[config.mk]
export PLATFORM = sky130hd
export DESIGN_NAME = seg7_scan
export DESIGN_NICKNAME = d
export VERILOG_FILES = /design/src/rtl/seg7_pkg.sv /design/src/rtl/seg7_decode.sv /design/src/rtl/seg7_scan.sv
export SDC_FILE = /design/constraint.sdc
export NUM_CORES = 1
export LEC_CHECK = 0
export BUFFER_PORTS_ARGS = -buffer_cell sky130_fd_sc_hd__buf_2
export CELL_PAD_IN_SITES_DETAIL_PLACEMENT = 0
export CELL_PAD_IN_SITES_GLOBAL_PLACEMENT = 2
export CORE_MARGIN = 5
export CORE_UTILIZATION = 30
export CTS_CLUSTER_DIAMETER = 40
export DETAILED_ROUTE_END_ITERATION = 16
export GPL_TIMING_DRIVEN = 0
export PLACE_DENSITY = 0.68
export SLEW_MARGIN = 20
export SYNTH_ARGS = -nofsm -noshare
export SYNTH_HDL_FRONTEND = slang
export SYNTH_SLANG_ARGS = --single-unit
export TNS_END_PERCENT = 5
[constraint.sdc]
create_clock -name clk -period 2.4 [get_ports clk]
set_input_delay 0.12 -clock clk [delete_from_list [all_inputs] [get_ports clk]]
set_output_delay 0.12 -clock clk [all_outputs]
set_load 0.05 [all_outputs]
[src/rtl/seg7_pkg.sv]
// Shared constants and types for the seven-segment scan driver.
package seg7_pkg;

  // Two-bit index of the digit currently being scanned (0 = rightmost).
  typedef logic [1:0] digit_t;

  localparam logic [6:0] SEG_OFF = 7'b1111111;
  localparam logic [3:0] AN_OFF  = 4'b1111;

  // Active-low abcdefg patterns, bit 6 = a ... bit 0 = g, indexed by nibble.
  localparam logic [6:0] HEX [16] = '{
    7'b0000001, 7'b1001111, 7'b0010010, 7'b0000110,
    7'b1001100, 7'b0100100, 7'b0100000, 7'b0001111,
    7'b0000000, 7'b0000100, 7'b0001000, 7'b1100000,
    7'b0110001, 7'b1000010, 7'b0110000, 7'b0111000
  };

endpackage

[src/rtl/seg7_decode.sv]
// Combinational hex nibble to active-low seven-segment pattern.
module seg7_decode
  import seg7_pkg::*;
(
  input  logic [3:0] nib,
  output logic [6:0] seg
);

  // Pure table lookup; the scanner registers the result.
  always_comb begin
    seg = HEX[nib];
  end

endmodule

[src/rtl/seg7_scan.sv]
// Time-multiplexed 4-digit seven-segment driver with hold register,
// per-slot guard blanking and optional leading-zero blanking.
module seg7_scan
  import seg7_pkg::*;
#(
  parameter int CNT_W = 17,
  parameter int GUARD = 4
) (
  input  logic        clk,
  input  logic        clr,
  input  logic [15:0] x,
  input  logic        load,
  input  logic [3:0]  dp_in,
  input  logic        blank_lz,
  output logic [6:0]  a_to_g,
  output logic [3:0]  an,
  output logic        dp
);

  localparam logic [CNT_W-1:0] CNT_ONE   = {{(CNT_W-1){1'b0}}, 1'b1};
  localparam logic [CNT_W-3:0] GUARD_POS = GUARD[CNT_W-3:0];

  logic [CNT_W-1:0] cnt_q, cnt_d;
  logic [15:0]      x_r_q, x_r_d;
  logic [3:0]       dp_r_q, dp_r_d;
  logic [3:0]       an_q, an_d;
  logic [6:0]       seg_q, seg_d;
  logic             dp_q, dp_d;

  digit_t           sel;
  logic [CNT_W-3:0] pos;
  logic [3:0]       nib;
  logic [6:0]       seg_dec;
  logic [3:0]       lz_blank;

  assign sel = cnt_q[CNT_W-1:CNT_W-2];
  assign pos = cnt_q[CNT_W-3:0];

  // A digit is a leading zero when it and every digit to its left are zero.
  // Digit 0 always shows, so a zero word still displays "0".
  assign lz_blank[0] = 1'b0;
  generate
    for (genvar gi = 1; gi < 4; gi++) begin : g_lz
      assign lz_blank[gi] = blank_lz && (x_r_q[15:4*gi] == '0);
    end
  endgenerate

  // Select the held nibble for the digit in the current slot.
  always_comb begin
    nib = x_r_q[3:0];
    case (sel)
      2'd0: nib = x_r_q[3:0];
      2'd1: nib = x_r_q[7:4];
      2'd2: nib = x_r_q[11:8];
      2'd3: nib = x_r_q[15:12];
      default: nib = x_r_q[3:0];
    endcase
  end

  seg7_decode u_decode (
    .nib (nib),
    .seg (seg_dec)
  );

  // Next-state: free-running counter, load-gated hold, output pattern.
  always_comb begin
    cnt_d  = cnt_q + CNT_ONE;
    x_r_d  = load ? x     : x_r_q;
    dp_r_d = load ? dp_in : dp_r_q;
    if ((pos < GUARD_POS) || lz_blank[sel]) begin
      an_d  = AN_OFF;
      seg_d = SEG_OFF;
      dp_d  = 1'b1;
    end else begin
      an_d  = ~(4'b0001 << sel);
      seg_d = seg_dec;
      dp_d  = ~dp_r_q[sel];
    end
  end

  // State and output registers; clr wins over load.
  always_ff @(posedge clk) begin
    if (clr) begin
      cnt_q  <= '0;
      x_r_q  <= '0;
      dp_r_q <= '0;
      an_q   <= AN_OFF;
      seg_q  <= SEG_OFF;
      dp_q   <= 1'b1;
    end else begin
      cnt_q  <= cnt_d;
      x_r_q  <= x_r_d;
      dp_r_q <= dp_r_d;
      an_q   <= an_d;
      seg_q  <= seg_d;
      dp_q   <= dp_d;
    end
  end

  assign a_to_g = seg_q;
  assign an     = an_q;
  assign dp     = dp_q;

endmodule

### Yosys cells after proc, flatten, opt, wreduce, memory -nomap -nowiden

Memory sizes are Yosys's and may differ from the RTL's. A register that Yosys moved wholly into a read port is not among the register bits.
Cells that the tools add are included.

| storage, ports and cells | value |
|---|---|
| flip-flop bits (word level) | 42 |
| memories | 1 |
| input port bits | 24 |
| word-level logic and storage cells | 30 |
| output and inout port bits | 12 |
| bits in read-only memories | 112 |

| cells by class | value |
|---|---|
| muxes and demuxes | 5 |
| bitwise logic cells | 3 |
| reductions and logical operators | 9 |
| add/sub/neg operators | 1 |
| eq/ne operators | 3 |
| order comparisons | 2 |
| shift operators | 1 |

Memories:

| name | words | bits a word | read ports | clocked after memory_dff | wr ports | line | RTL |
|---|---|---|---|---|---|---|---|
| (no name shown) | 16 | 7 | 1 | 1 | 0 | seg7_decode.sv:11 | `seg = HEX[nib];` |

Operator list:

| kind | count |
|---|---|
| $add 17x1->17 const B | 1 |
| $pmux 4 s4 | 1 |
| $lt 15x3->1 const B | 1 |
| $logic_not 12->1 | 1 |
| $logic_not 8->1 | 1 |
| $not 4->5 | 1 |
| $bmux 1 s2 | 2 |
| $eq 2x2->1 const B | 2 |
| $logic_not 4->1 | 1 |
| $not 4->4 | 1 |
| $shl 1x2->4 const A | 1 |
| $logic_and 1x1->1 | 3 |
| $lt 2x3->1 const B | 1 |
| $eq 2x1->1 const B | 1 |
| $logic_not 2->1 | 1 |
| $mux 1 | 2 |
| $reduce_or 2->1 | 1 |
| $logic_or 1x1->1 | 1 |
| $not 1->1 | 1 |

### Longest topological paths before layout

| depth | value |
|---|---|
| depth after elaboration | 6 |
| mapped depth | 8 |
| gate-level depth less buffers | 7 |

### Modules after synthesis

Synthesis repeated with hierarchy kept, for this count alone.

| second synthesis, totals | value |
|---|---|
| cell total of the unflattened synthesis | 221 |
| area total of the unflattened synthesis | 2,235.9 µm² |

By module, submodules not included:

| module | sequential area each (µm²) | area an instance (µm²) | cells each | times used |
|---|---|---|---|---|
| seg7_scan | 980.9 | 1,973.1 | 190 | 1 |
| seg7_decode | 0.0 | 262.8 | 31 | 1 |

### Worst setup path after synthesis

No wires, ideal clock.

| timing | value |
|---|---|
| path type | reg2reg |
| start point | register cnt_q[15] |
| end point | register seg_q[3], in the netlist a_to_g[3] |
| buffers on the path | 2 |
| data required time | 2.263 ns |
| arrival | 2.040 ns |
| period minus slack after synthesis | 2.177 ns |
| slack | 0.223 ns |
| stages on the path, launching flop included | 8 |
| setup time | 0.137 ns |
| cell sequence | dfxtp_1 -> buf_2 -> clkbuf_1 -> mux4_2 -> ha_1 -> mux2_1 -> a22oi_1 -> nand3_1 |

| on the way | value |
|---|---|
| word-level cells in the longest chain between the ends | 4 |
| elaborated cells on any way between the ends | 10 |
| classes of those cells | 3 x eq/ne; 3 x mux; 1 x bitwise; 3 x reduce/logical |

RTL lines:

| what | line | RTL |
|---|---|---|
| start: declaration | seg7_scan.sv:23 | `logic [CNT_W-1:0] cnt_q, cnt_d;` |
| start signal: assignment | seg7_scan.sv:91 | `cnt_q <= cnt_d;` |
| $bmux 1 s2 | seg7_scan.sv:70 | `if ((pos < GUARD_POS) \|\| lz_blank[sel]) begin` |
| $mux 1 (not written as such) | seg7_scan.sv:70 |  |
| $logic_or 1x1->1 | seg7_scan.sv:70 |  |
| $reduce_or 2->1 (no line) | - |  |
| end: declaration | seg7_scan.sv:27 | `logic [6:0] seg_q, seg_d;` |

Parallel ways exist; a longest one is shown, timed or not. The select of a mux whose other input is x is not followed.
A chain may end at the register's enable or synchronous reset.

### Worst setup path in the final report

Same ends and word-level chain as after synthesis.

==> impl_metrics.json <==
{
  "outcome": "complete, no violations",
  "cap_viol_max_count": 0,
  "die_area_um2": 8880,
  "synthSimpleGateAreaFrac_pct": 18.6,
  "synthDistinctLibCells": 30,
  "cts.sinks": 49,
  "cts_tree": "done",
  "grt_antenna_before_repair": 0,
  "synth_top_family_by_area": "simple AND/OR/NAND/NOR gates",
  "setup_viol": 0,
  "max_stage_delay_ns": 0.62,
  "wl_per_cell_um": 12.5,
  "htreeDepth": 2,
  "path_cells": "buf_2 -> mux4_2 -> ha_1 -> mux2_1 -> a22oi_1 -> nand3_1",
  "power_density_nw_per_um2": 669,
  "hp-class": "primary input to flip-flop",
  "core_um2": 6870,
  "wl_met1_um": 2290,
  "synth_nets": 254,
  "cts_setup_buffers": 0,
  "clkTransAtPathRegs_ns": 0.09,
  "wl_met3_um": 230,
  "port_buffers": 34,
  "synth_xor_area_share_pct": 4.52,
  "synth_top_area_cell": "dfxtp_1",
  "grt_pass1_vias": 1592,
  "area_delta_synth_final_pct": 19.7,
  "mappedNetlistArea_um2": 2130,
  "tightest_slew_ns": 0.760,
  "drive_above_1_share_pct": 20.1,
  "avgSynthCellArea_um2": 9.55,
  "cts_hold_buf": 0,
  "synth-compound-area-share_pct": 6.17,
  "rsz0062_at_grt": "no",
  "top_layer": "met4",
  "hold_ws_ns": 0.0502,
  "gp_congestion": 0.727,
  "synth_seq_cells": 49,
  "fin_nets": 294,
  "worstSetupPathType": "flip-flop to flip-flop",
  "fin_crit_sh_pct": 92.0,
  "drt_iter0_markers": 83,
  "grt_usage_pct": 11.1,
  "synth_top_area_share_pct": 46.1,
  "yosys-top-cells-area": "dfxtp_1, mux2i_1, nor2_1",
  "grt_max_degree": 16,
  "via_count": 1593,
  "wl_met2_um": 1920,
  "fillCellCount": 706,
  "fp.dieW_um": 94.3,
  "hpwl_um": 3430,
  "slew_viol_final": 0,
  "cp-start-kind": "flip-flop",
  "fin_skew_ns": 0.00633,
  "netlist_instances": 223,
  "clockBufferDepth": 2,
  "clock_latency_ns": 0.30,
  "synth-adder-area-share_pct": 4.11,
  "hold_viol": 0,
  "cts_made_buffers": 5,
  "die-height_um": 94.3,
  "start_util_pct": 31.0,
  "critPathTopFamily": "multiplexers",
  "rows": 30,
  "min_period_ns": 2.21,
  "grt_overflow": 0,
  "drc": 0,
  "ys_warn_count": 0,
  "io_pins": 36,
  "critPathMaxFanout": 15,
  "ir_worst_vdd_mv": 0.319,
  "root_buffer": "clkbuf_8",
  "layout_commonest_cell": "dfxtp_1",
  "ys_seq_area_share_pct": 46.1,
  "end_kind": "flip-flop",
  "setup_tns_ns": 0,
  "layout_common_cells": "dfxtp_1, buf_2, nor2_1",
  "first_pass_iters": 4,
  "crit_buf_inv": 1,
  "synth.mux.area_fraction_pct": 16.8,
  "drtAntennaViolNets": 0,
  "totalWireLength_um": 4500,
  "slew_headroom_pct": 49.3,
  "vias_per_cell": 4.43,
  "p_leak_nw": 0.997,
  "grt_pass1_wl_um": 7690,
  "required_ns": 2.57,
  "critPathArrivalTime_ns": 2.37,
  "final_util_pct": 37.1,
  "slowest_stage": "mux4_2",
  "max_freq_ghz": 0.453,
  "insertedDiodeCount": 0
}
[layer usage]
layer,up-vias,global-route usage (%)
li1,848,-
met1,709,15.0
met2,29,16.9
met3,7,3.13
met4,0,3.97
met5,-,0
[cells by family after synthesis]
family,count (synthesis)
mux,28
compound gates,22
buf+inv,20
xor+xnor,11
fa+ha+maj,7
flops,49
simple gates,86
[power by group]
group,internal (mW),switching (mW)
sequential,0.841,0.0206
combinational,0.0661,0.0869
clock,0.414,0.277
total,1.32,0.385
[repair_timing]
item | 4_1_cts | 5_1_grt
endpoints found under the hold margin | 0 | 0
resized for setup | 0 | 0
setup endpoints to repair | 2 | 0
[registers in the layout, summed over array words and instances (netlist names)]
name / count
cnt_q: 17
x_r_q: 16
a_to_g: 7
an: 4
dp_r_q: 4
dp: 1
[worst reg2reg max path: stages (launching register included)]
cell and delay [ns]:
dfxtp_1 0.32, buf_2 0.30, mux4_2 0.62, ha_1 0.29, mux2_1 0.31, a22oi_1 0.15, nand3_1 0.09
[synthesized netlist by cell type]
| cell type | count |
|---|---|
| o21ai_0 | 8 |
| nor4_1 | 5 |
| or3_1 | 6 |
| dfxtp_1 | 49 |
| inv_1 | 7 |
| a31oi_1 | 1 |
| mux4_2 | 6 |
| clkbuf_1 | 6 |
| xor2_1 | 8 |
| nand3_1 | 10 |
| nor3_1 | 2 |
| nand3_2 | 1 |
| nand3b_1 | 1 |
| mux2i_1 | 20 |
| a21oi_1 | 5 |
| ha_1 | 7 |
| nand2_1 | 16 |
| a41oi_1 | 1 |
| nor2_1 | 37 |
| buf_2 | 4 |
| o211ai_1 | 3 |
| buf_1 | 3 |
| nor2b_1 | 2 |
| a22oi_1 | 2 |
| and3_1 | 2 |
| mux2_1 | 2 |
| xnor2_1 | 3 |
| o21ai_1 | 1 |
| nand4_1 | 4 |
| o311ai_0 | 1 |
[cell type report]
type                            instances  area [um^2]  area share (%)
Inverter                                7         26.3            1.03
Buffer                                 12         50.0            1.96
Clock buffer                            5         68.8            2.70
Timing Repair Buffer                   34          170            6.67
Multi-Input combinational cell        154         1070            41.9
Clock inverter                          3         65.1            2.55
Tap cell                               96          120            4.71
Sequential cell                        49          981            38.5
[per-stage QoR]
stage	instance area [um^2]	cells	total power [mW]	worst slack, ns
after floorplan	2130	223	0.985	0.223
after global placement	2420	353	1.04	-0.0573
after detailed placement	2420	353	1.04	-0.0452
after CTS	2550	360	1.74	0.167
after global routing	2550	360	1.79	0.0359
final	2550	360	1.71	0.193
[worst paths after layout]
path	cells past startpoint	start	to	slack [ns]
worst min-delay path	3	x[3]	x_r_q[3]$_SDFFE_PP0P_	0.05
worst max-delay path	6	cnt_q[15]$_SDFF_PP0_	a_to_g[3]$_SDFF_PP1_	0.19
worst max register to register	6	cnt_q[15]$_SDFF_PP0_	a_to_g[3]$_SDFF_PP1_	0.19
worst min register to register	1	cnt_q[0]$_SDFF_PP0_	cnt_q[0]$_SDFF_PP0_	0.47
(Power assumes the default switching activity.)
